### src/rtl/nbody_force_engine.sv
// Direct-sum N-body force engine: sweeps every ordered body pair from body RAM,
// accumulates m_i*m_j*(r_j - r_i) per body and writes saturated {fx, fy} words.
module nbody_force_engine #(
  parameter int N_BODIES   = 2,
  parameter int W          = 16,
  parameter int ADDR_W     = 9,
  parameter int FORCE_BASE = 400,
  parameter int G_SHIFT    = 0
) (
  input  logic              clk,
  input  logic              reset,
  input  logic              start,
  output logic              busy,
  output logic              done,
  output logic [ADDR_W-1:0] body_addr,
  output logic              body_rd_en,
  input  logic [5*W-1:0]    body_rdata,
  output logic [ADDR_W-1:0] force_addr,
  output logic              force_wr_en,
  output logic [2*W-1:0]    force_wdata
);
  localparam int ACC_W  = 3*W + 2 + $clog2(N_BODIES);
  localparam int PROD_W = 3*W + 2;
  localparam int CNT_W  = $clog2(N_BODIES + 1);
  localparam logic [CNT_W-1:0] LAST = CNT_W'(N_BODIES);
  localparam logic signed [ACC_W-1:0] SAT_MAX = {{(ACC_W-W+1){1'b0}}, {(W-1){1'b1}}};
  localparam logic signed [ACC_W-1:0] SAT_MIN = {{(ACC_W-W+1){1'b1}}, {(W-1){1'b0}}};

  localparam logic [2:0] S_IDLE    = 3'd0;
  localparam logic [2:0] S_FETCH_I = 3'd1;
  localparam logic [2:0] S_LATCH_I = 3'd2;
  localparam logic [2:0] S_FETCH_J = 3'd3;
  localparam logic [2:0] S_LATCH_J = 3'd4;
  localparam logic [2:0] S_MAC     = 3'd5;
  localparam logic [2:0] S_WRITE   = 3'd6;
  localparam logic [2:0] S_DONE    = 3'd7;

  logic [2:0]              state_q, state_d;
  logic [CNT_W-1:0]        i_q, i_d, j_q, j_d;
  logic [W-1:0]            xi_q, xi_d, yi_q, yi_d, mi_q, mi_d;
  logic [W-1:0]            xj_q, xj_d, yj_q, yj_d, mj_q, mj_d;
  logic signed [ACC_W-1:0] acc_x_q, acc_x_d, acc_y_q, acc_y_d;
  logic                    busy_q, busy_d, done_q, done_d;
  logic                    body_rd_en_q, body_rd_en_d, force_wr_en_q, force_wr_en_d;
  logic [ADDR_W-1:0]       body_addr_q, body_addr_d, force_addr_q, force_addr_d;
  logic [2*W-1:0]          force_wdata_q, force_wdata_d;

  logic [W-1:0]             rd_x, rd_y, rd_m;
  logic signed [W:0]        dx, dy;
  logic [2*W-1:0]           mm;
  logic signed [PROD_W-1:0] prod_x, prod_y;

  // Velocity fields ride along in the body word but play no part in the force.
  logic unused_vel;
  assign unused_vel = ^body_rdata[3*W-1:W];

  assign rd_x = body_rdata[5*W-1:4*W];
  assign rd_y = body_rdata[4*W-1:3*W];
  assign rd_m = body_rdata[W-1:0];

  function automatic logic [W-1:0] sat(input logic signed [ACC_W-1:0] acc);
    logic signed [ACC_W-1:0] sh;
    sh = acc >>> G_SHIFT;
    if (sh > SAT_MAX) return SAT_MAX[W-1:0];
    if (sh < SAT_MIN) return SAT_MIN[W-1:0];
    return sh[W-1:0];
  endfunction

  always_comb begin
    // NOTE: every _d defaults to its held value first, so no path through the
    // case statement can leave a signal unassigned and infer a latch.
    state_d = state_q;
    i_d     = i_q;
    j_d     = j_q;
    xi_d    = xi_q;
    yi_d    = yi_q;
    mi_d    = mi_q;
    xj_d    = xj_q;
    yj_d    = yj_q;
    mj_d    = mj_q;
    acc_x_d = acc_x_q;
    acc_y_d = acc_y_q;

    // Sign-extend to W+1 bits so the difference of two extreme coordinates fits.
    dx     = {xj_q[W-1], xj_q} - {xi_q[W-1], xi_q};
    dy     = {yj_q[W-1], yj_q} - {yi_q[W-1], yi_q};
    mm     = {{W{1'b0}}, mi_q} * {{W{1'b0}}, mj_q};
    prod_x = $signed({{(W+2){1'b0}}, mm}) * $signed({{(2*W+1){dx[W]}}, dx});
    prod_y = $signed({{(W+2){1'b0}}, mm}) * $signed({{(2*W+1){dy[W]}}, dy});

    case (state_q)
      S_IDLE: begin
        if (start) begin
          state_d = S_FETCH_I;
          i_d     = '0;
        end
      end
      S_FETCH_I: state_d = S_LATCH_I;
      S_LATCH_I: begin
        xi_d    = rd_x;
        yi_d    = rd_y;
        mi_d    = rd_m;
        acc_x_d = '0;
        acc_y_d = '0;
        j_d     = '0;
        state_d = S_FETCH_J;
      end
      S_FETCH_J: begin
        if (j_q == i_q) begin
          j_d     = j_q + CNT_W'(1);
          state_d = (j_d == LAST) ? S_WRITE : S_FETCH_J;
        end else begin
          state_d = S_LATCH_J;
        end
      end
      S_LATCH_J: begin
        xj_d    = rd_x;
        yj_d    = rd_y;
        mj_d    = rd_m;
        state_d = S_MAC;
      end
      S_MAC: begin
        acc_x_d = acc_x_q + ACC_W'(prod_x);
        acc_y_d = acc_y_q + ACC_W'(prod_y);
        j_d     = j_q + CNT_W'(1);
        state_d = (j_d == LAST) ? S_WRITE : S_FETCH_J;
      end
      S_WRITE: begin
        i_d     = i_q + CNT_W'(1);
        state_d = (i_d == LAST) ? S_DONE : S_FETCH_I;
      end
      default: state_d = S_IDLE;
    endcase

    // Outputs are registered, so they are decoded from the state being entered.
    busy_d        = (state_d != S_IDLE);
    done_d        = (state_d == S_DONE);
    body_rd_en_d  = (state_d == S_FETCH_I) || ((state_d == S_FETCH_J) && (j_d != i_d));
    body_addr_d   = body_addr_q;
    force_wr_en_d = (state_d == S_WRITE);
    force_addr_d  = force_addr_q;
    force_wdata_d = force_wdata_q;
    if (state_d == S_FETCH_I) begin
      body_addr_d = ADDR_W'(i_d);
    end else if (body_rd_en_d) begin
      body_addr_d = ADDR_W'(j_d);
    end
    if (force_wr_en_d) begin
      force_addr_d  = ADDR_W'(FORCE_BASE) + ADDR_W'(i_d);
      force_wdata_d = {sat(acc_x_d), sat(acc_y_d)};
    end
  end

  // NOTE: sequential state is written only with <= so every flop samples the
  // pre-edge values; reset is synchronous and clears the whole datapath.
  always_ff @(posedge clk) begin
    if (reset) begin
      state_q       <= S_IDLE;
      i_q           <= '0;
      j_q           <= '0;
      xi_q          <= '0;
      yi_q          <= '0;
      mi_q          <= '0;
      xj_q          <= '0;
      yj_q          <= '0;
      mj_q          <= '0;
      acc_x_q       <= '0;
      acc_y_q       <= '0;
      busy_q        <= 1'b0;
      done_q        <= 1'b0;
      body_rd_en_q  <= 1'b0;
      body_addr_q   <= '0;
      force_wr_en_q <= 1'b0;
      force_addr_q  <= '0;
      force_wdata_q <= '0;
    end else begin
      state_q       <= state_d;
      i_q           <= i_d;
      j_q           <= j_d;
      xi_q          <= xi_d;
      yi_q          <= yi_d;
      mi_q          <= mi_d;
      xj_q          <= xj_d;
      yj_q          <= yj_d;
      mj_q          <= mj_d;
      acc_x_q       <= acc_x_d;
      acc_y_q       <= acc_y_d;
      busy_q        <= busy_d;
      done_q        <= done_d;
      body_rd_en_q  <= body_rd_en_d;
      body_addr_q   <= body_addr_d;
      force_wr_en_q <= force_wr_en_d;
      force_addr_q  <= force_addr_d;
      force_wdata_q <= force_wdata_d;
    end
  end

  assign busy        = busy_q;
  assign done        = done_q;
  assign body_rd_en  = body_rd_en_q;
  assign body_addr   = body_addr_q;
  assign force_wr_en = force_wr_en_q;
  assign force_addr  = force_addr_q;
  assign force_wdata = force_wdata_q;

endmodule

### config.mk
export PLATFORM = sky130hd
export DESIGN_NAME = nbody_force_engine
export DESIGN_NICKNAME = d
export VERILOG_FILES = /design/src/rtl/nbody_force_engine.sv
export SDC_FILE = /design/constraint.sdc
export NUM_CORES = 2
export LEC_CHECK = 0
export BUFFER_PORTS_ARGS = -buffer_cell sky130_fd_sc_hd__buf_2
export CORE_MARGIN = 2
export CORE_UTILIZATION = 25
export CTS_CLUSTER_DIAMETER = 40
export DETAILED_ROUTE_END_ITERATION = 12
export GPL_TIMING_DRIVEN = 1
export PLACE_DENSITY = 0.48
export RECOVER_POWER = 50
export SYNTH_ARGS = -nofsm -noshare
export SYNTH_HDL_FRONTEND = slang
export SYNTH_SLANG_ARGS = --single-unit
### constraint.sdc
create_clock -name clk -period 23.9 [get_ports clk]
set_clock_uncertainty 0.05 [all_clocks]
set_input_delay 3.585 -clock clk [delete_from_list [all_inputs] [get_ports clk]]
set_output_delay 3.585 -clock clk [all_outputs]
set_load 0.02 [all_outputs]
==> flow_summary.ini <==
[run_status]
status = finished with violations
violations = max-capacitance violations, max-slew violations

[setup_path]
end_kind = register
required_ns = 24.47
cp_max_fo = 17
reg2reg_to = force_wdata[22]
crit_type = register to register
critPathArrivalTime_ns = 16.70
cp-start-kind = register
slowest_stage = nor4_4
max_stage_delay_ns = 1.00
r2r_slack_ns = 7.77
critPathMostFrequentCell = fa_1
rr_startpoint = mi_q[9]
ff2ff_path_depth = 43

[timing]
period_minus_slack_ns = 16.13
fmax_mhz = 62.0
fin_crit_sh_pct = 67.5
setup_viol_count_final = 0
grt_setup_unrepaired = no
tightestPinTransition_ns = 3.87
maxSlewHeadroom_pct = -158
report.final.slew_viol_count = 243
hold_slack_ns = 0.406
hold_viol = 0
fin_tns_setup_ns = 0

[floorplanning]
io_pins = 137
fp.coreArea_um2 = 232000
die_w_um = 487
die_y_um = 487
rows = 177
initial_core_util_pct = 25.1
fp.dieArea_um2 = 237000

[synth]
synth-main-ff-cell = dfxtp_1
ys_warn_count = 0
synth_seq_cells = 246
yosys.area.top_type = fa_1
yosysTopAreaCellShare_pct = 41.0
synthCells = 7000
synth-edff-count = 0
syn_area_per_cell_um2 = 8.32
async_flop_share_pct = 0
synth_cell_types = 95
syn_area_um2 = 58300
synth_area_leaders = fa_1 (41%), ha_1 (9.7%), inv_1 (9.4%)
yosysSeqAreaShare_pct = 8.45

[job]
cap_violations = 4

[placement]
dp_hpwl_um = 149000
gp_congestion = 0.880
placed_area_um2 = 62700
io_buffer_count = 93

[clock_network]
cts.sinks = 246
postCtsHoldBufs = 0
cts_buffer_depth = 3
cts-root-buf = clkbuf_16
cts_buffers = 50
cts_resized = 0
path_clk_slew_ns = 0.06
clk_latency_ns = 0.69
cts_tree = yes
cts_max_level = 2
postCtsSetupRepairBufs = 0

[min_path]
hold_path.class = register to register
hold_end = yj_q[0]
whs_path_depth = 2
min_from = yj_q[0]

[layout]
final_common_cell = inv_1
drive_gt1_share_pct = 5.64
num-fill-cells = 24900
multi_input_area_um2 = 47100
design_area_um2 = 64400
regArea_um2 = 4920
final_cell_mix = inv_1 (1467), fa_1 (1194), nand2_1 (1007)
syn_to_final_growth_pct = 10.5
nets = 8637

[power_and_ir_drop]
p_leak_nw = 29.9
peakVddDrop_mv = 0.0637
p_per_area_nw_per_um2 = 36.9

[drt]
num_vias = 46900
routedWlPerCell_um = 18.8
dr.pass1.iters = 5
ant_nets = 0
first_iter_violations = 3160
via_per_inst = 4.69
drc = 0
wirelength_um = 188000

[global_routing]
antenna_found_initial = 4
grt_max_degree = 83
grt_pass1_vias = 49100
overflow = 0
track_usage_pct = 16.0
grt_pass1_wl_um = 296000
## worst max-delay path: cells and delay by family, from the launching register on
family | cells | cell delay (ns)
xor+xnor | 1 | 0.82
buf+inv | 6 | 0.50
flops | 1 | 0.86
simple gates | 10 | 3.09
fa+ha+maj | 14 | 6.68
compound gates | 12 | 4.07
## layout make-up
class / instances / area share, %
Antenna cell: 3 / 0.0117
Clock buffer: 53 / 1.99
Clock inverter: 41 / 0.769
Inverter: 1468 / 8.56
Multi-Input combinational cell: 4930 / 73.1
Sequential cell: 246 / 7.65
Tap cell: 3043 / 5.91
Timing Repair Buffer: 213 / 2.02
## routing by layer
metal	part of all wire (%)	wire length, um	global-route usage, %	vias up
met1	45	84900	22.1	24200
li1	-	-	-	21100
met4	3.0	5570	4.54	2
met3	5.0	9350	1.71	219
met2	47	88600	26.6	1289
met5	0.0069	13	0	-
## flip-flops by register name (all words and copies together) (netlist names), 2 cells and up
register and cells:
acc_x_q 51, i_q 2, xi_q 16, yi_q 16
force_wdata 32, xj_q 16, yj_q 16, mj_q 16
body_addr 2, force_addr 3, mi_q 16, acc_y_q 51
state_q 3, j_q 2
## power by group
group / switching (mW) / total [mW] / internal (mW) / leakage (nW)
combinational: 0.831 / 1.18 / 0.353 / 27.0
sequential: 0.0142 / 0.431 / 0.417 / 1.99
clock: 0.315 / 0.759 / 0.443 / 0.870
## logic make-up (layout without fill, tap and decap cells)
logic type	count (synthesis)	in the layout	synth area share, %
xor gates and xnor gates	150	150	2.25
DFF	246	246	8.45
other	1	14	0.00644
adders and majority gates	1645	1645	50.7
muxes	23	23	0.425
and+or+nand+nor	2294	2294	17.3
AOI/OAI and AO/OA	807	807	8.95
buffers and inverters	1834	1775	12.0
## worst max-delay path by stage
stage,to,slack [ns],start,depth (start not counted)
floorplan,force_wdata[30],11.02,mi_q[10],49
global placement,force_wdata[11],7.89,mi_q[10],44
detailed placement,force_wdata[14],7.79,mi_q[10],43
CTS,force_wdata[29],7.79,mi_q[10],43
global route,force_wdata[11],6.70,mi_q[9],43
finish,force_wdata[22],7.77,mi_q[9],43
## per-stage QoR
step                      setup WS (ns)  utilization [%]  power (mW)  cells
final                              7.77             27.7        2.37   9997
after global routing               6.70             27.7        2.51   9995
after CTS                          7.79             27.8        2.38   9994
after detailed placement           7.79             27.0        1.60   9900
after global placement             7.89             27.0        1.60   9900
after floorplan                   11.02                -        1.16   7010
## cells in the mapped netlist, types with 9 or more instances
cell type and count:
buf_2 15, mux2i_1 20, nand2_1 1008, buf_4 14, o21ai_0 102, or3_1 18
buf_1 9, a31oi_1 40, clkbuf_1 326, inv_1 1467, or2_2 23, o211ai_1 14
fa_1 1194, a211o_1 10, a21o_1 61, o21a_1 25, a211oi_1 28, a21oi_1 284
nand3_1 55, nor3_1 48, nor2b_1 22, and3_1 37, nor4_1 22, o21bai_1 25
a21oi_2 20, nor2_1 717, a22oi_1 47, and2_1 189, xor2_1 61, nand2b_1 34
ha_1 451, nand4_1 57, o31ai_1 10, nor3b_1 12, dfxtp_1 246, a2111oi_0 9
o31a_1 9, a21boi_0 9, or4_1 12, xnor2_1 89, o21ai_1 25
Power figures use the tool's default switching activity.
